===== src/rtl/dest_reg_pipe.sv =====
// Destination-register tracking pipe: one {dest, wreg} entry per stage (EX..WB),
// with per-stage source matching and a youngest-hit forward select.
module dest_reg_cmp #(
    parameter int REG_W = 5
) (
    input  logic [REG_W-1:0] dest,
    input  logic             we,
    input  logic [REG_W-1:0] rs_q,
    input  logic [REG_W-1:0] rt_q,
    output logic             hit_rs,
    output logic             hit_rt
);
    // $0 is never a real producer, so a zero source never matches
    assign hit_rs = we && (dest == rs_q) && (rs_q != '0);
    assign hit_rt = we && (dest == rt_q) && (rt_q != '0);
endmodule

module dest_reg_pipe #(
    parameter int REG_W    = 5,
    parameter int DEPTH    = 3,
    parameter int LINK_REG = 31
) (
    input  logic                   clk,
    input  logic                   rst_n,
    input  logic [REG_W-1:0]       rt,
    input  logic [REG_W-1:0]       rd,
    input  logic [1:0]             dst_sel,
    input  logic                   wreg_in,
    input  logic                   stall,
    input  logic                   flush,
    input  logic [REG_W-1:0]       rs_q,
    input  logic [REG_W-1:0]       rt_q,
    output logic [DEPTH*REG_W-1:0] dest_o,
    output logic [DEPTH-1:0]       wreg_o,
    output logic [DEPTH-1:0]       hit_rs,
    output logic [DEPTH-1:0]       hit_rt,
    output logic [3:0]             fwd_rs,
    output logic [3:0]             fwd_rt
);
    logic [DEPTH-1:0][REG_W-1:0] dest_q;
    logic [DEPTH-1:0]            we_q;
    logic [REG_W-1:0]            sel_dest;
    logic                        sel_we;
    logic                        cap_we;

    always_comb begin
        sel_dest = '0;
        sel_we   = 1'b0;
        case (dst_sel)
            2'b00:   begin sel_dest = rd;               sel_we = wreg_in; end
            2'b01:   begin sel_dest = rt;               sel_we = wreg_in; end
            2'b10:   begin sel_dest = REG_W'(LINK_REG); sel_we = wreg_in; end
            default: begin sel_dest = '0;               sel_we = 1'b0;    end
        endcase
    end

    assign cap_we = sel_we && (sel_dest != '0);

    always_ff @(posedge clk or negedge rst_n) begin
        if (!rst_n) begin
            dest_q <= '0;
            we_q   <= '0;
        end else begin
            if (flush) begin
                dest_q[0] <= '0;
                we_q[0]   <= 1'b0;
            end else if (!stall) begin
                dest_q[0] <= sel_dest;
                we_q[0]   <= cap_we;
            end
            // a held stage 0 must not also be copied forward, so stage 1 takes a bubble
            for (int k = 1; k < DEPTH; k++) begin
                if (k == 1 && stall && !flush) begin
                    dest_q[k] <= '0;
                    we_q[k]   <= 1'b0;
                end else begin
                    dest_q[k] <= dest_q[k-1];
                    we_q[k]   <= we_q[k-1];
                end
            end
        end
    end

    assign dest_o = dest_q;
    assign wreg_o = we_q;

    for (genvar g = 0; g < DEPTH; g++) begin : g_cmp
        dest_reg_cmp #(.REG_W(REG_W)) u_cmp (
            .dest   (dest_q[g]),
            .we     (we_q[g]),
            .rs_q   (rs_q),
            .rt_q   (rt_q),
            .hit_rs (hit_rs[g]),
            .hit_rt (hit_rt[g])
        );
    end

    // scan oldest to youngest so the youngest hit is the one left standing
    always_comb begin
        fwd_rs = '0;
        fwd_rt = '0;
        for (int k = DEPTH - 1; k >= 0; k--) begin
            if (hit_rs[k]) fwd_rs = 4'(k + 1);
            if (hit_rt[k]) fwd_rt = 4'(k + 1);
        end
    end
endmodule


===== config.mk =====
export PLATFORM = sky130hd
export DESIGN_NAME = dest_reg_pipe
export DESIGN_NICKNAME = d
export VERILOG_FILES = /design/src/rtl/dest_reg_pipe.sv
export SDC_FILE = /design/constraint.sdc
export NUM_CORES = 1
export LEC_CHECK = 0
export CELL_PAD_IN_SITES_DETAIL_PLACEMENT = 1
export CELL_PAD_IN_SITES_GLOBAL_PLACEMENT = 2
export CORE_ASPECT_RATIO = 1.25
export CORE_MARGIN = 2
export CORE_UTILIZATION = 20
export DETAILED_ROUTE_END_ITERATION = 10
export HOLD_SLACK_MARGIN = 0.15
export PLACE_DENSITY = 0.76
export SYNTH_ARGS = -nofsm -noshare
export SYNTH_HDL_FRONTEND = slang
export SYNTH_SLANG_ARGS = --single-unit

===== constraint.sdc =====
create_clock -name clk -period 1.46 [get_ports clk]
set_input_delay 0.292 -clock clk [delete_from_list [all_inputs] [get_ports clk]]
set_output_delay 0.292 -clock clk [all_outputs]
set_load 0.01 [all_outputs]

# Yosys cells after proc, flatten, opt, wreduce, memory -nomap -nowiden
# Cells that the tools add are included.
# classes
n_eq_ne,9
n_mux,14
n_reduce_logical,20
# ops
op,n
$eq 5x5->1,6
$mux 4,4
$mux 5,3
$pmux 5 s3,1
$reduce_bool 5->1,3
$logic_and 1x1->1,14
$mux 1,4
$mux 2,2
$reduce_or 3->1,1
$eq 2x1->1 const B,1
$eq 2x2->1 const B,1
$logic_not 2->1,1
$ne 2x1->1 const B,1
$logic_not 1->1,1
# totals
reg_bits,18
input_bits,27
out_inout_bits,32
elab_cells,48

# Longest topological paths before layout
# Gate-level depths: netlist (run 1).
# logic_depth
depth_word,6
mapped_depth,5
depth_no_buf,5

# By module
# From an unflattened synthesis (run 1), not the netlist that was laid out.
# unflattened
cells_unflattened,132
hier_area_um2,1181.1
# by_module_without_submodules
mod,n_inst,cells_per_inst,area_each_um2
dest_reg_pipe,1,75,783.3
dest_reg_cmp,3,19,132.6

# Least setup slack after synthesis (run 1)
# Ideal clock, no wire load.
# synth_timing
kind,register to output
start,"reg dest_q, in the netlist dest_o[5]"
end,out fwd_rt[1]
arrival_time_ns,1.360
path_slack_ns,-0.192
path_stages_with_launch,5
n_path_buf,0
cell_sequence,dfrtp_1 -> xnor2_1 -> nand4_1 -> or3_2 -> a21oi_1
# synth_via
elab_chain_len,5
# synth_lines
element,line,text
from (decl),40,logic [DEPTH-1:0][REG_W-1:0] dest_q;
"from (signal, indexed assignment)",77,dest_q[k] <= dest_q[k-1];
$eq 5x5->1,15,assign hit_rt = we && (dest == rt_q) && (rt_q != '0);
$logic_and 1x1->1 (2 in a row),15,
$mux 4 (2 in a row),104,if (hit_rt[k]) fwd_rt = 4'(k + 1);
to (decl),38,output logic [3:0] fwd_rt
# No other way between the ends.

# Worst setup path in the final report (run 1)
# layout_timing
start,"reg dest_q, in the netlist dest_o[14]"
end,out fwd_rt[1]
# layout_via
elab_chain_len,6
# layout_lines
element,line
$eq 5x5->1,15
$logic_and 1x1->1 (2 in a row),15
$mux 2,104
$mux 4 (2 in a row),104
# No other way between the ends.

==> run_results.csv, run 1 <==
group,metric,value,unit
status,outcome,"finished, violations left",
status,violations,"setup timing",
power_and_ir_drop,p_per_area,603.1,nW/um^2
logic_synthesis,yosysWarnings,0,
timing,fin_ws,-0.6517,ns
grt,grt_pass1_vias,1455,
floorplan,die_w,73.79,um
logic_synthesis,syn_avg_cell_area,9.511,um^2
grt,grt_usage,14.29,%
logic_synthesis,syn_inst,128,
finish,final_nets,263,
setup_path,critPathLaunch,"dest_o[14]",
setup_path,cp_data_arrival_time,1.82,ns
finish,antenna_cells,0,
routing,dr.pass1.iters,4,
setup_path,required,1.17,ns
setup_path,start_kind,"flop",
timing,fin_skew,0.002397,ns
floorplan,num_rows,31,
flow_run,max-cap-violations,0,
hold_path,hold_class,"in2async",
routing,ant_nets,0,
setup_path,worstReg2RegStart,"dest_o[2]",
grt,use_met1,13.32,%
routing,routed_wirelength,4560,um
routing,drc,0,
finish,drive_gt1_share,53.62,%
grt,met2_usage,27.83,%
floorplan,start_util,20.79,%
logic_synthesis,synth_xor_area_share,21.58,%
timing,slew_violations,0,
power_and_ir_drop,p_sw_share,28.01,%
logic_synthesis,yosysSeqAreaShare,37.00,%
place,dp_cells,296,
power_and_ir_drop,pwr-share-seq,38.1,%
timing,setup_viol,10,
place,gp_congestion,0.7746,
clock_tree,cts_tree,"done",
grt,met3_usage,3.441,%
setup_path,worstPathMaxFanout,3,
setup_path,worstSetupEndpointType,"output pin",
grt,grt_max_degree,19,
place,postPlaceCellArea,2158,um^2
power_and_ir_drop,intPower,0.001057,W
logic_synthesis,synth_fa_ha_area_share,0,%
clock_tree,cts_buffers,3,
logic_synthesis,synth_compound_area_share,8.222,%
finish,finalCoreUtilization,41.55,%
logic_synthesis,ys_ff_latch,18,
timing,rsz0062_at_grt,"yes",
setup_path,critPathKind,"reg2out",
finish,fillCellCount,679,
power_and_ir_drop,comb_power_share,34.0,%
floorplan,dieHeight,91.23,um
finish,area_growth,99.90,%
place,place_ws,-1.226,ns
timing,hold_viol,0,
logic_synthesis,synth_top_family_by_area,"XOR/XNOR gates",
grt,grt-busiest-layer,"met2",
routing,first_iter_violations,19,
finish,layoutNonFillerInstCount,317,
logic_synthesis,syn-cell-area,1217,um^2
clock_tree,clock-sinks,18,
grt,grt_overflow,0,
place,place_hpwl,3398,um
power_and_ir_drop,p_sw,0.0004112,W
routing,routed_via_density,4.085,
timing,fin_crit_sh,144.6,%
floorplan,coreArea,5857,um^2
timing,fin_hold_ws,0.3686,ns
logic_synthesis,yosys.area_share.simple,19.94,%
floorplan,dieArea,6731,um^2
clock_tree,clock_latency,0.25,ns
power_and_ir_drop,irDropWorstVdd,0.0002577,V
clock_tree,root_buffer,"clkbuf_8",
grt,grt_pass1_wl,7120,um
routing,vias,1295,
routing,wl_per_cell,14.38,um
power_and_ir_drop,clkPwrFrac,27.9,%
logic_synthesis,yosysUniqueCellTypes,27,
power_and_ir_drop,p_leak,1.168,nW
clock_tree,cts_max_path_buffers,2,
timing,period_minus_slack,2.112,ns
place,io_buffers,54,
grt,antenna_found_initial,1,
finish,seq_area,452.9,um^2
finish,design_area,2434,um^2
logic_synthesis,muxShareOfSynthArea,2.467,%
clock_tree,path_clk_slew,0.07,ns
finish,multi_input_area,819.5,um^2
clock_tree,htreeDepth,1,
floorplan,ios,59,
timing,max_freq,473.5,MHz
-- state kept, by name (all words and copies together) (netlist names) --
name	flops
wreg_o	3
dest_o	15
-- cells in the mapped netlist (all sizes together) --
cell type	n	share of area (%)
nand3	1	0.41
nand2b	1	0.51
buf	13	8.0
xor2	6	4.3
or4	4	3.1
conb	1	0.31
nor2	11	3.8
nor4	3	1.5
dfrtp	18	37
nand3b	2	1.2
and2	6	3.1
o22ai	1	0.51
nand4	7	3.6
o21bai	4	3.1
inv	5	1.5
o2bb2ai	3	2.2
or3	2	1.2
clkbuf	3	0.92
a21oi	6	2.5
mux2i	3	2.5
nor2b	1	0.51
nand2	3	0.92
xnor2	24	17
-- cell type report --
type / instances / share of cell area [%]
sequential: 18 / 18.61
multi-input combinational: 92 / 33.68
tap: 82 / 4.216
clock buffer: 4 / 2.262
inverter: 5 / 0.9769
timing repair buffer: 116 / 40.26
-- power by group through the flow --
stage                     registers, W  clock network (W)  logic [W]
after floorplan               0.000576                  0   0.000155
after global placement        0.000571                  0   0.000429
after detailed placement      0.000572                  0   0.000438
after CTS                     0.000557           0.000423   0.000498
after global routing          0.000562           0.000447   0.000538
final                         0.000559           0.000410   0.000499
-- per-layer routing --
metal / wire length [um] / vias up / part of all wire [%]
met4: 160 / 2 / 3.5
met2: 2618 / 51 / 57
met3: 261 / 13 / 5.7
met5: 8 / - / 0.18
met1: 1511 / 598 / 33
li1: - / 631 / -
-- final timing paths --
path | to | slack, ns | depth (start not counted)
worst max-delay path | fwd_rt[1] | -0.65 | 6
worst min-delay path | dest_o[1] | 0.37 | 2
worst max register to register | dest_o[2] | 0.45 | 4
worst min register to register | dest_o[11] | 0.54 | 1
max in group asynchronous | dest_o[2] | 0.87 | 2
min in group clk | dest_o[11] | 0.54 | 1
-- through the flow --
step / TNS [ns] / power [W]
2_1_floorplan: -0.9835 / 0.0007308
3_3_place_gp: -11.52 / 0.0009991
3_5_place_dp: -12.00 / 0.001010
4_1_cts: -5.526 / 0.001478
5_1_grt: -5.910 / 0.001547
6_report: -5.162 / 0.001468
-- worst max-delay path, stage by stage (launching register included) --
cell and delay (ns):
dfrtp_1 0.42, buf_6 0.15, xnor2_2 0.12, nand4_1 0.13, or4_4 0.48, a21oi_2 0.13, buf_2 0.13
-- logic make-up (layout without fill, tap and decap cells) --
family / count (synthesis) / count (layout)
mux: 3 / 3
xor+xnor: 30 / 30
simple gates: 41 / 41
compound gates: 14 / 14
other cells: 1 / 4
buf+inv: 21 / 125
flops: 18 / 18
-- placed cells by master (no fill, tap or decap), types with 3 or more instances in the layout --
master | Yosys | layout
buf_4 | 13 | 50
buf_6 | 0 | 22
dfrtp_1 | 18 | 16
clkdlybuf4s50_1 | 0 | 16
xnor2_1 | 24 | 13
buf_2 | 0 | 12
xnor2_2 | 0 | 11
nor2_1 | 9 | 9
dlygate4sd2_1 | 0 | 9
nand4_1 | 7 | 7
and2_1 | 6 | 6
xor2_1 | 6 | 6
or4_4 | 2 | 4
a21oi_1 | 6 | 4
conb_1 | 1 | 4
clkbuf_8 | 0 | 4
nand2_1 | 3 | 3
o2bb2ai_1 | 3 | 3
mux2i_1 | 3 | 3
clkbuf_2 | 0 | 3
-- what timing repair did --
action                                  in CTS  in global routing
buffers inserted                            19                  1
resized for setup                          145                 13
pin swaps                                   26                 14
hold buffers                                 0                  0
cloned                                       0                  0
endpoints found under the setup margin      29                 19
Power figures use the tool's default switching activity.
==> run 2: changes to the inputs <==
--- a/config.mk
+++ b/config.mk
@@ -6,13 +6,13 @@
 export NUM_CORES = 1
 export LEC_CHECK = 0
 export CELL_PAD_IN_SITES_DETAIL_PLACEMENT = 1
-export CELL_PAD_IN_SITES_GLOBAL_PLACEMENT = 2
+export CELL_PAD_IN_SITES_GLOBAL_PLACEMENT = 1
 export CORE_ASPECT_RATIO = 1.25
 export CORE_MARGIN = 2
-export CORE_UTILIZATION = 20
+export CORE_UTILIZATION = 26
 export DETAILED_ROUTE_END_ITERATION = 10
 export HOLD_SLACK_MARGIN = 0.15
-export PLACE_DENSITY = 0.76
+export PLACE_DENSITY = 0.77
 export SYNTH_ARGS = -nofsm -noshare
 export SYNTH_HDL_FRONTEND = slang
 export SYNTH_SLANG_ARGS = --single-unit
==> run 2 against run 1 <==
  * The run still ends with setup timing left
  * First-iteration DRC count down 16%
  * Wire length decreased by 0.86%
  * Design area shrank 5.2%
  * Sequential share of layout area grew 0.98 points
  * Global-route usage grew 4.3 points
  * Register-to-register slack lost 0.04 ns
  * Worst setup slack better by 0.0099 ns
  * Clock power grew 2%
  * Clock-buffer cell count is the same
  * Total power fell by 1.9%
  * Flip-flop and latch count unchanged
  * Clock skew down 0.0017 ns
==> run_results.csv, run 2 (synthesis results as in run 1) <==
group,metric,value,unit
floorplan,coreArea,4459,um^2
status,violations,"setup timing",
routing,wl_per_cell,15.70,um
clock_tree,htreeDepth,1,
routing,ant_nets,0,
routing,dr.pass1.iters,2,
finish,area_growth,89.41,%
status,outcome,"finished, violations left",
clock_tree,root_buffer,"clkbuf_8",
finish,layoutNonFillerInstCount,288,
setup_path,required,1.17,ns
place,io_buffers,54,
setup_path,critPathKind,"reg2out",
setup_path,worstSetupEndpointType,"output pin",
floorplan,dieHeight,80.51,um
clock_tree,clock_latency,0.26,ns
finish,antenna_cells,0,
timing,rsz0062_at_grt,"yes",
power_and_ir_drop,irDropWorstVdd,0.0003485,V
routing,routed_wirelength,4521,um
floorplan,ios,59,
finish,final_nets,258,
clock_tree,cts_tree,"done",
timing,fin_ws,-0.6418,ns
floorplan,num_rows,27,
power_and_ir_drop,p_leak,1.124,nW
timing,period_minus_slack,2.102,ns
grt,grt_pass1_vias,1511,
place,place_hpwl,3430,um
flow_run,max-cap-violations,0,
grt,grt_max_degree,19,
timing,fin_skew,0.0006913,ns
setup_path,start_kind,"flop",
hold_path,hold_class,"in2async",
grt,antenna_found_initial,0,
setup_path,cp_data_arrival_time,1.81,ns
timing,fin_crit_sh,144.0,%
clock_tree,clock-sinks,18,
finish,mostFrequentLayoutCell,"buf_4",
finish,drive_gt1_share,51.74,%
routing,drc,0,
floorplan,dieArea,5249,um^2
finish,mostFrequentLayoutCells,"50 x buf_4, 19 x xnor2_1, 17 x dfrtp_1, 17 x buf_6, 14 x clkdlybuf4s50_1",
floorplan,die_w,65.21,um
grt,grt_overflow,0,
grt,grt_usage,18.57,%
place,dp_cells,267,
clock_tree,path_clk_slew,0.07,ns
routing,vias,1300,
floorplan,start_util,27.30,%
finish,largest_reg_flops,15,
setup_path,worstPathMaxFanout,3,
timing,max_freq,475.8,MHz
power_and_ir_drop,p_per_area,624.5,nW/um^2
power_and_ir_drop,totalPowerFinal,0.001440,W
clock_tree,cts_max_path_buffers,2,
timing,setup_viol,10,
timing,slew_violations,0,
routing,first_iter_violations,16,
grt,grt_pass1_wl,7093,um
timing,hold_viol,0,
clock_tree,cts_buffers,3,
routing,routed_via_density,4.514,
place,gp_congestion,0.8311,
[run 2: where the power goes]
group	switching (W)	internal (W)
registers	0.0000306	0.000526
clock network	0.000177	0.000241
logic	0.000200	0.000265
[run 2: through the flow]
step	setup slack (ns)	area [um^2]	hold WS (ns)	TNS, ns	util [%]
final	-0.6418	2306	0.3476	-4.884	51.71
after global placement	-1.179	2091	0.4753	-11.45	46.89
after global routing	-0.7320	2306	0.3574	-5.635	51.71
after CTS	-0.6535	2326	0.3548	-5.281	52.16
after detailed placement	-1.225	2091	0.4765	-12.32	46.89
after floorplan	-0.1452	1290	-0.003591	-0.9835	-
[run 2: final timing paths]
| path | from | slack, ns | cells past startpoint | endpoint |
|---|---|---|---|---|
| min in group clk | dest_o[5] | 0.51 | 0 | dest_o[10] |
| max in group asynchronous | rst_n | 0.91 | 2 | dest_o[3] |
| hold reg to reg | dest_o[5] | 0.51 | 0 | dest_o[10] |
| setup / recovery | dest_o[14] | -0.64 | 6 | fwd_rt[1] |
| setup reg to reg | dest_o[2] | 0.41 | 4 | dest_o[2] |
| hold / removal | rst_n | 0.35 | 2 | dest_o[8] |
[run 2: area by class of cell]
type,instances,area (um^2)
Fill cell,534,2153
Multi-Input combinational cell,92,789.5
Tap cell,58,72.57
Inverter,5,23.77
Clock buffer,4,55.05
Sequential cell,18,451.7
Timing Repair Buffer,111,913.4
[run 2: per-layer routing]
metal | wire length (um) | up-vias | global-route usage [%]
met4 | 93 | 0 | 8.333
li1 | - | 621 | -
met5 | 0 | - | 0
met1 | 1447 | 624 | 15.34
met3 | 226 | 7 | 3.922
met2 | 2754 | 48 | 39.69
[run 2: repair_timing]
action                     CTS  global route
resized for setup          135            22
setup buffers               18             3
cloned                       0             0
setup endpoints to repair   29            21
pin swaps                   17            12
hold buffers                 0             0
[run 2: critical path: stages (launching register included)]
cell	delay [ns]
dfrtp_1	0.40
buf_6	0.13
xnor2_2	0.13
nand4_1	0.13
or4_4	0.48
a21oi_2	0.14
buf_2	0.14
